<file path="src/rtl/mult_pkg.sv">
// mult_pkg: shared FSM encodings and width helper for the shift-add multiplier
package mult_pkg;
  localparam logic [1:0] IDLE = 2'd0;
  localparam logic [1:0] RUN = 2'd1;
  localparam logic [1:0] DONE = 2'd2;
  function automatic int cw_of(input int n);
    return $clog2(n + 1);
  endfunction
endpackage

</file>
<file path="src/rtl/nBitRippleCarryAdder.sv">
// nBitRippleCarryAdder: n-bit unsigned ripple-carry adder with carry-out as total[n]
module nBitRippleCarryAdder #(
  parameter int n = 4
) (
  output logic [n:0]   total,
  input  logic [n-1:0] A,
  input  logic [n-1:0] B
);
  logic [n:0] c;
  assign c[0] = 1'b0;
  for (genvar i = 0; i < n; i++) begin : g_fa
    assign total[i] = A[i] ^ B[i] ^ c[i];
    assign c[i+1]   = (A[i] & B[i]) | (c[i] & (A[i] ^ B[i]));
  end
  assign total[n] = c[n];
endmodule

</file>
<file path="src/rtl/shift_add_multiplier.sv">
// shift_add_multiplier: sequential unsigned N x N shift-and-add multiplier with start/ready/done
module shift_add_multiplier
  import mult_pkg::*;
#(
  parameter int N = 4
) (
  input  logic         clk,
  input  logic         reset,
  input  logic         start,
  input  logic [N-1:0] a,
  input  logic [N-1:0] b,
  output logic         ready,
  output logic         done,
  output logic [2*N-1:0] product
);
  localparam int CW = cw_of(N);
  logic [1:0]    state;
  logic [N-1:0]  m;
  logic [N-1:0]  p_hi;
  logic [N-1:0]  q;
  logic [CW-1:0] count;
  logic [N-1:0]  addend;
  logic [N:0]    total;
  assign addend = q[0] ? m : '0;
  assign ready  = state == IDLE;
  assign done   = state == DONE;
  nBitRippleCarryAdder #(.n(N)) u_add (
    .total(total),
    .A(p_hi),
    .B(addend)
  );
  // FSM plus shift register: each RUN step adds, then shifts {carry,sum,Q} right by one
  always_ff @(posedge clk) begin
    if (reset) begin
      state   <= IDLE;
      m       <= '0;
      p_hi    <= '0;
      q       <= '0;
      count   <= '0;
      product <= '0;
    end else if (state == IDLE) begin
      if (start) begin
        m     <= a;
        q     <= b;
        p_hi  <= '0;
        count <= '0;
        state <= RUN;
      end
    end else if (state == RUN) begin
      p_hi  <= total[N:1];
      q     <= {total[0], q[N-1:1]};
      count <= count + 1'b1;
      if (count == CW'(N - 1)) begin
        product <= {total, q[N-1:1]};
        state   <= DONE;
      end
    end else begin
      state <= IDLE;
    end
  end
endmodule

</file>
<file path="config.mk">
export PLATFORM = sky130hd
export DESIGN_NAME = shift_add_multiplier
export DESIGN_NICKNAME = d
export VERILOG_FILES = /design/src/rtl/mult_pkg.sv /design/src/rtl/nBitRippleCarryAdder.sv /design/src/rtl/shift_add_multiplier.sv
export SDC_FILE = /design/constraint.sdc
export NUM_CORES = 1
export LEC_CHECK = 0
export ABC_AREA = 1
export BUFFER_PORTS_ARGS = -buffer_cell sky130_fd_sc_hd__clkbuf_2
export CAP_MARGIN = 15
export CORE_UTILIZATION = 54
export DETAILED_ROUTE_END_ITERATION = 6
export GPL_ROUTABILITY_DRIVEN = 0
export PLACE_DENSITY_LB_ADDON = 0.1
export SLEW_MARGIN = 20
export SYNTH_ARGS = -nofsm -noshare
export SYNTH_HDL_FRONTEND = slang
export SYNTH_HIERARCHICAL = 1
export SYNTH_SLANG_ARGS = --single-unit
</file>
<file path="constraint.sdc">
create_clock -name clk -period 2.1 [get_ports clk]
set_input_delay 0.42 -clock clk [delete_from_list [all_inputs] [get_ports clk]]
set_output_delay 0.42 -clock clk [all_outputs]
set_load 0.02 [all_outputs]
</file>
==> flow_metrics.tcl <==
set metrics [dict create \
    cp_common_cell "inv_2" \
    finalCritPeriodShare 0.978 \
    wirelength_microns 2060 \
    r2r_start "q[0]" \
    yosysTopAreaCellShare 0.422 \
    num_antenna_cells 0 \
    p_leak_nw 0.699 \
    area_growth_syn_to_layout_pct 11.9 \
    r2r-end "p_hi[2]" \
    seq_area_frac_synth 0.422 \
    synth_edf_count 0 \
    max_freq_mhz 487 \
    hold_ws_ns 0.350 \
    switching_power_w 0.000207 \
    clk_pin_slew_ns 0.13 \
    cts_root_buffer "clkbuf_4" \
    num-fill-cells 182 \
    ios 21 \
    p_per_area_nw_per_um2 609 \
    synth.cell_area_sq_um 1190 \
    clk_latency_ns 0.30 \
    num_vias 993 \
    worstPathRequired_ns 2.30 \
    cts_resized 0 \
    die_y_microns 48.9 \
    finalMaxSlewViolations 0 \
    cts_hold_buf 0 \
    drv_cap 0 \
    start_kind "flop" \
    ant_nets 0 \
    ys.flop_type "dfxtp_1" \
    synth-seq-cells 25 \
    seqPwrFrac 0.630 \
    dieArea_sq_um 2390 \
    fin_crit_ns 2.05 \
    yosys.cell_types.count 16 \
    async_flop_share 0 \
    syn-num-nets 184 \
    clkPwrFrac 0.255 \
    cts_tree "yes" \
    wl_per_cell_microns 9.63 \
    drc 0 \
    worst_pin_slew_ns 0.611 \
    grt_pass1_vias 885 \
    cts_max_level 1 \
    rsz0062_at_grt "true" \
    ir_drop_uv 418 \
    antenna_found_initial 0 \
    worstPathCellList "nand2_1, inv_1, ha_2, inv_2, fa_2, inv_2, fa_2, inv_2, fa_1, inv_2, nand2_1, a21oi_1" \
    grt_max_degree 18 \
    netlist_instances 167 \
    coreArea_sq_um 2020 \
    synth_top_cell_by_area "dfxtp_1" \
    crit_path_max_fanout 5 \
    drt_pre_antenna_iters 4 \
    setup_violations 0 \
    min_path_cells 3 \
    finalClockSkew_ns 0.00258 \
    regArea_sq_um 503 \
    status "completed" \
    drt_first_iter_violations 23 \
    multi_input_area_sq_um 552 \
    clockBufferDepth 2 \
    synthTopCellsByArea "dfxtp_1, nand2_1, inv_1" \
    numCtsBuffers 3 \
    num_rows 16 \
    crit_type "reg -> reg" \
    synth_common_cells "nand2_1, inv_1, nor2_1" \
    chipWidth_microns 48.9 \
    intPower_w 0.000602 \
    layout-drive-gt1-share 0.225 \
    grt_pass1_wl_microns 3680 \
    syn_avg_cell_area_sq_um 7.10 \
    clock-sinks 25 \
    p_sw_frac 0.256 \
    final_util 0.657 \
    critPathArrivalTime_ns 2.26 \
    power_frac_comb 0.115 \
    place.port_buffers 20 \
    min_path_type "in -> reg" \
    critPathSlowestCell "fa_1" \
    post-dp-hpwl_microns 1500 \
    initial_core_util 0.587 \
    timing.reg2reg.setup_slack_ns 0.05 \
    endpoint_kind "flop" \
    min_to "m[1]" \
    hold_path.startpoint "a[1]" \
    yosysWarnings 6 \
    worstRegToRegCells 12 \
    nets 205 \
    cts_setup_buffers 0 \
    synth.most_common_cell "nand2_1" \
    grt_overflow_total 0 \
    grt_use_total 0.200 \
    slowest_delay_ns 0.52 \
    finalHoldViolCount 0 \
    relSlewSlack 0.593 \
    via_per_inst 4.64 \
]
cell type report:
type                            count  share of cell area
Clock buffer                        4              0.0198
Inverter                           30              0.0848
Multi-Input combinational cell    108               0.416
Sequential cell                    25               0.379
Tap cell                           27              0.0254
Timing Repair Buffer               20              0.0754
per-stage QoR:
stage | TNS [ns] | setup slack, ns | total power [W] | cell area (sq um) | cells
final | 0 | 0.0455 | 0.000809 | 1330 | 214
after global routing | -0.0893 | -0.0527 | 0.000855 | 1330 | 214
after CTS | 0 | 0.00786 | 0.000821 | 1310 | 214
after detailed placement | 0 | 0.0406 | 0.000613 | 1290 | 210
after global placement | 0 | 0.112 | 0.000608 | 1290 | 210
after floorplan | 0 | 0.157 | 0.000586 | 1190 | 167
critical path: cells and delay by family, from the launching register on:
family | cells | cell delay, ns
simple gates | 2 | 0.11
flops | 1 | 0.38
compound gates | 1 | 0.05
buf+inv | 5 | 0.23
fa+ha+maj | 4 | 1.19
cells in the final DEF (no fill, tap or decap):
cell type and count:
nand2_4 1, nand3_1 4, o21ai_2 1, fa_2 2, dfxtp_2 2, clkbuf_1 1
ha_2 1, clkbuf_4 3, dfxtp_1 23, inv_2 6, nand2_1 47, a21oi_2 1
clkbuf_2 20, fa_1 1, nor2_4 2, ha_1 2, inv_1 24, a21oi_1 6
o21ai_0 9, nor2_1 28, nand2_2 3
flip-flops by register name, indices dropped and copies added, names as in the netlist:
name     cells
m            4
p_hi         4
count        3
product      8
state        2
q            4
kinds of logic (layout without fill, tap and decap cells):
logic type,after synthesis,after routing,share of synthesized area
simple gates,85,85,0.299
buf+inv,34,54,0.122
flops,25,25,0.422
compound gates,17,17,0.0749
fa+ha+maj,6,6,0.0823
power by group through the flow:
stage	Clock [W]	Combinational, W	Sequential [W]
4_1_cts	0.000219	0.0000937	0.000508
6_report	0.000206	0.0000932	0.000509
3_3_place_gp	0	0.0000898	0.000518
2_1_floorplan	0	0.0000708	0.000516
3_5_place_dp	0	0.0000935	0.000519
5_1_grt	0.000233	0.000109	0.000513
worst max path at each step:
| stage | start | endpoint | slack, ns | depth (start not counted) |
|---|---|---|---|---|
| 2_1_floorplan | q[0] | p_hi[2] | 0.16 | 12 |
| 3_3_place_gp | q[0] | p_hi[2] | 0.11 | 12 |
| 3_5_place_dp | q[0] | p_hi[2] | 0.04 | 12 |
| 4_1_cts | q[0] | p_hi[2] | 0.008 | 12 |
| 5_1_grt | q[0] | p_hi[2] | -0.05 | 12 |
| 6_report | q[0] | p_hi[2] | 0.05 | 12 |
per-layer routing:
metal / track usage / routed length, microns
met2: 0.352 / 965
met4: 0.0784 / 13
met5: 0 / 0
met1: 0.244 / 1010
met3: 0.0312 / 69
(Power assumes the default switching activity.)
